[src/rtl/tick_gen_multi.sv]
// Multi-channel tick generator: NUM_CH independent counters, each with its own
// loadable terminal count, run control and periodic/one-shot mode.

module tick_gen_ch #(
    parameter int CNT_W      = 17,
    parameter int DEFAULT_TC = 104686
) (
    input  logic             clk_i,
    input  logic             rst_i,
    input  logic             run_i,
    input  logic             oneshot_i,
    input  logic             sync_i,
    input  logic             ld_i,
    input  logic [CNT_W-1:0] ld_val_i,
    output logic             tick_o,
    output logic             busy_o
);
    typedef enum logic [1:0] {IDLE, RUN, DONE} state_e;

    state_e             state_q, state_d;
    logic [CNT_W-1:0]   cnt_q, cnt_d;
    logic [CNT_W-1:0]   tc_q, tc_d;
    logic               tick_q, tick_d;
    logic               busy_q, busy_d;
    logic               mode_q, mode_d;

    always_ff @(posedge clk_i) begin
        if (rst_i) begin
            state_q <= IDLE;
            cnt_q   <= '0;
            tc_q    <= CNT_W'(DEFAULT_TC);
            tick_q  <= 1'b0;
            busy_q  <= 1'b0;
            mode_q  <= 1'b0;
        end else begin
            state_q <= state_d;
            cnt_q   <= cnt_d;
            tc_q    <= tc_d;
            tick_q  <= tick_d;
            busy_q  <= busy_d;
            mode_q  <= mode_d;
        end
    end

    always_comb begin
        state_d = state_q;
        cnt_d   = cnt_q;
        tick_d  = 1'b0;
        mode_d  = mode_q;
        // Compare below still sees tc_q, so a load takes effect on the next edge.
        tc_d    = ld_i ? ld_val_i : tc_q;
        case (state_q)
            IDLE: begin
                cnt_d = '0;
                if (run_i) begin
                    state_d = RUN;
                    mode_d  = oneshot_i;
                end
            end
            RUN: begin
                if (!run_i) begin
                    state_d = IDLE;
                    cnt_d   = '0;
                end else if (sync_i) begin
                    cnt_d = '0;
                end else if (cnt_q >= tc_q) begin
                    // ">=" rather than "==" so a shrunk tc can't wrap the counter.
                    tick_d = 1'b1;
                    cnt_d  = '0;
                    if (mode_q) state_d = DONE;
                end else begin
                    cnt_d = cnt_q + CNT_W'(1);
                end
            end
            DONE: begin
                cnt_d = '0;
                if (!run_i) state_d = IDLE;
            end
            default: begin
                state_d = IDLE;
                cnt_d   = '0;
            end
        endcase
        busy_d = (state_d == RUN);
    end

    assign tick_o = tick_q;
    assign busy_o = busy_q;
endmodule

module tick_gen_multi #(
    parameter int NUM_CH     = 2,
    parameter int CNT_W      = 17,
    parameter int DEFAULT_TC = 104686,
    localparam int CH_W      = (NUM_CH > 1) ? $clog2(NUM_CH) : 1
) (
    input  logic              clk_in,
    input  logic              rst,
    input  logic [NUM_CH-1:0] run,
    input  logic [NUM_CH-1:0] oneshot,
    input  logic              sync,
    input  logic              load,
    input  logic [CH_W-1:0]   load_ch,
    input  logic [CNT_W-1:0]  load_val,
    output logic [NUM_CH-1:0] tick,
    output logic [NUM_CH-1:0] busy
);
    logic [NUM_CH-1:0] ld_sel;

    for (genvar gi = 0; gi < NUM_CH; gi++) begin : g_ch
        // Out-of-range indices match no channel, so they are dropped here.
        assign ld_sel[gi] = load && (load_ch == CH_W'(gi));

        tick_gen_ch #(
            .CNT_W      (CNT_W),
            .DEFAULT_TC (DEFAULT_TC)
        ) u_ch (
            .clk_i     (clk_in),
            .rst_i     (rst),
            .run_i     (run[gi]),
            .oneshot_i (oneshot[gi]),
            .sync_i    (sync),
            .ld_i      (ld_sel[gi]),
            .ld_val_i  (load_val),
            .tick_o    (tick[gi]),
            .busy_o    (busy[gi])
        );
    end
endmodule
[config.mk]
export PLATFORM = sky130hd
export DESIGN_NAME = tick_gen_multi
export DESIGN_NICKNAME = d
export VERILOG_FILES = /design/src/rtl/tick_gen_multi.sv
export SDC_FILE = /design/constraint.sdc
export NUM_CORES = 1
export LEC_CHECK = 0
export ABC_AREA = 1
export BUFFER_PORTS_ARGS = -buffer_cell sky130_fd_sc_hd__buf_2
export CORE_MARGIN = 2
export CORE_UTILIZATION = 58
export DETAILED_ROUTE_END_ITERATION = 12
export PLACE_DENSITY_LB_ADDON = 0.25
export SLEW_MARGIN = 20
export SYNTH_ARGS = -nofsm -noshare
export SYNTH_HDL_FRONTEND = slang
export SYNTH_SLANG_ARGS = --single-unit
[constraint.sdc]
create_clock -name clk_in -period 3.29 [get_ports clk_in]
set_input_delay 0.4935 -clock clk_in [delete_from_list [all_inputs] [get_ports clk_in]]
set_output_delay 0.4935 -clock clk_in [all_outputs]
set_load 0.005 [all_outputs]
==> flow_summary_export.csv <==
group,metric,value,unit
route,drcViolationCount,0,
floorplanning,die_w,87.99,um
place,placedCellCount,652,
synthesis,post-synth-top-area-cell,"dfxtp_1",
floorplanning,core_area,6794,um^2
synthesis,yosysWarnings,0,
critical_path,critPathKind,"flop to flop",
clocking,clkSinkCount,78,
clocking,htree_levels,3,
place,dp_hpwl,6.269,mm
floorplanning,chipHeight,87.99,um
synthesis,ys_ff_latch,78,
critical_path,cp-end-kind,"flop",
sta,maxSlewHeadroom,31.49,%
synthesis,syn-mean-instance-area,7.535,um^2
layout,drive_gt1_share,13.29,%
clocking,postCtsSetupBuffers,0,
sta,tns,0,ns
sta,fmax,0.5209,GHz
critical_path,critPathArrivalTime,2.20,ns
critical_path,cp_max_fo,14,
synthesis,synthArstFlopShare,0,%
sta,worst_slack,1.370,ns
synthesis,ys_types,33,
route,vias_per_cell,5.067,
route,drt.antenna.violating_nets,0,
sta,maxSlewViolCount,0,
route,wl_per_cell,12.10,um
global_routing,grt_max_degree,39,
global_routing,antenna_found_initial,0,
global_routing,grt_pass1_wl,13.97,mm
critical_path,required,3.57,ns
synthesis,synth_area,4091,um^2
clocking,clk_pin_slew_worst_paths,0.08,ns
sta,worstMarginPinSlew,1.027,ns
route,wirelength,8.080,mm
power_and_ir_drop,peakVddDrop,0.3776,mV
global_routing,track_usage,23.17,%
power_and_ir_drop,power_density,414.7,nW/um^2
sta,rsz0062_at_grt,"false",
clocking,tritoncts,"yes",
job,maxCapViolations,0,
power_and_ir_drop,cellLeakagePower,2.022,nW
floorplanning,die_area,7742,um^2
synthesis,synth_fp_nets,605,
synthesis,synth_edf_count,0,
clocking,cts-root-buf,"clkbuf_8",
sta,setup_viol,0,
floorplanning,start_util,60.22,%
layout,multi_input_area,2098,um^2
floorplanning,ios,30,
layout,finalNonFillerCells,668,
global_routing,grt_pass1_vias,3191,
floorplanning,row_count,30,
clocking,cts_buffer_depth,2,
sta,period_needed,1.920,ns
synthesis,synth_most_common_cell,"nand2_1",
synthesis,synth_top_cells_by_area,"dfxtp_1 (38%), ha_1 (11%), nand2_1 (8.3%), inv_1 (8.2%), nor2_1 (5.1%)",
route,wl_met2,3.874,mm
route,drt_iter0_drc,182,
sta,final.period_utilization,58.36,%
layout,regArea,1562,um^2
outcome,status,"finished, final reports clean",
synthesis,ys_seq_area_share,38.17,%
critical_path,cp-start-kind,"flop",
layout,nNetsFinal,629,
synthesis,synth_cells,543,
synthesis,dominantRegCellSynth,"dfxtp_1",
global_routing,grt_remaining_overflow,0,
synthesis,synth_common_cells,"nand2_1 (90), inv_1 (89), dfxtp_1 (78)",
layout,antenna_cells,0,
route,highest_layer,"met4",
sta,clock-skew-final,0.01174,ns
layout,area_growth_syn_to_layout,9.266,%
route,dr_total_vias,3385,
route,wl_met3,205,um
min_path,hold_class,"primary input to flop",
clocking,clock_latency,0.36,ns
sta,finalHoldViolCount,0,
clocking,postCtsResizedCells,0,
place,io_buffers,29,
route,wl_met1,3.838,mm
clocking,cts.hold.buffers_added,0,
synthesis,yosysTopAreaCellShare,38.17,%
layout,nFillCells,595,
route,dr.pass1.iters,4,
clocking,numCtsBuffers,9,
place,place_ws,1.398,ns
place,gp_congestion,0.9313,
==> registers in the layout, summed over array words and instances (netlist names) <==
register,flops
g_ch.u_ch.tc_q,34
g_ch.u_ch.state_q,4
g_ch.u_ch.cnt_q,34
g_ch.u_ch.busy_o,2
g_ch.u_ch.mode_q,2
g_ch.u_ch.tick_o,2
==> power breakdown <==
part           total [mW]  switching, mW  internal (mW)
combinational       0.140         0.0894         0.0504
clock               0.730          0.358          0.371
sequential          0.984        0.00922          0.975
total                1.85          0.457           1.40
==> layout make-up <==
type | instances | area share, %
Clock buffer | 11 | 3.163
Clock inverter | 5 | 1.315
Inverter | 90 | 7.557
Multi-Input combinational cell | 358 | 46.94
Sequential cell | 78 | 34.93
Tap cell | 96 | 2.687
Timing Repair Buffer | 30 | 3.414
==> path summary, 6_finish.rpt <==
check | slack (ns) | cells past startpoint | from | endpoint
max reg2reg | 1.37 | 12 | g_ch[0].u_ch.cnt_q[10] | g_ch[0].u_ch.cnt_q[14]
max | 1.37 | 12 | g_ch[0].u_ch.cnt_q[10] | g_ch[0].u_ch.cnt_q[14]
min | 0.37 | 2 | rst | g_ch[0].u_ch.mode_q
min reg2reg | 0.46 | 2 | g_ch[0].u_ch.tc_q[13] | g_ch[0].u_ch.tc_q[13]
==> per-layer routing <==
layer | track usage [%] | vias up
met3 | 4.053 | 17
met1 | 29.30 | 1528
li1 | - | 1790
met5 | 0 | -
met4 | 9.510 | 0
met2 | 39.12 | 50
==> cell usage in the layout, fill, tap and decap left out <==
cell / n
a21o_1: 1
a21oi_1: 37
a31oi_1: 1
buf_2: 29
buf_4: 1
bufinv_16: 1
clkbuf_1: 1
clkbuf_8: 10
clkinv_2: 1
clkinv_4: 1
clkinvlp_4: 2
dfxtp_1: 78
ha_1: 36
inv_1: 89
inv_2: 1
nand2_1: 90
nand2_2: 6
nand3_1: 28
nand3_2: 3
nand4_1: 7
nor2_1: 56
nor2_2: 16
nor2_4: 1
nor2b_1: 1
nor3_1: 7
nor3_2: 1
nor3_4: 1
nor4_1: 1
nor4_4: 1
o211ai_1: 20
o21a_1: 2
o21ai_0: 22
o21ai_1: 1
o311a_1: 1
or2_0: 1
or2_2: 1
xnor2_1: 4
xor2_1: 12
==> critical path, cell delays in order (launching register included) <==
cell and delay, ns:
dfxtp_1 0.47, ha_1 0.29, nand2_1 0.07, nand2_1 0.05, nand2_1 0.05, nand2_1 0.04, nand2_1 0.07, inv_1 0.05
nor2_1 0.09, nand2_1 0.07, nor2_2 0.16, nand2_2 0.25, nor2_2 0.18
==> kinds of logic after synthesis <==
kind of cell,count (synthesis),synth area share [%]
compound gates,85,11.96
xor+xnor,16,3.425
fa+ha+maj,36,11.01
buf+inv,107,10.55
flops,78,38.17
simple gates,221,24.89
==> per-stage QoR <==
step | util (%) | hold slack [ns] | cell area, um^2 | power, mW
final | 65.80 | 0.3698 | 4471 | 1.854
after CTS | 65.80 | 0.3613 | 4471 | 1.867
after detailed placement | 62.85 | 0.4558 | 4270 | 1.146
after floorplan | - | 0.4296 | 4091 | 1.100
after global placement | 62.85 | 0.4470 | 4270 | 1.142
after global routing | 65.80 | 0.3873 | 4471 | 1.933
(Power assumes the default switching activity.)
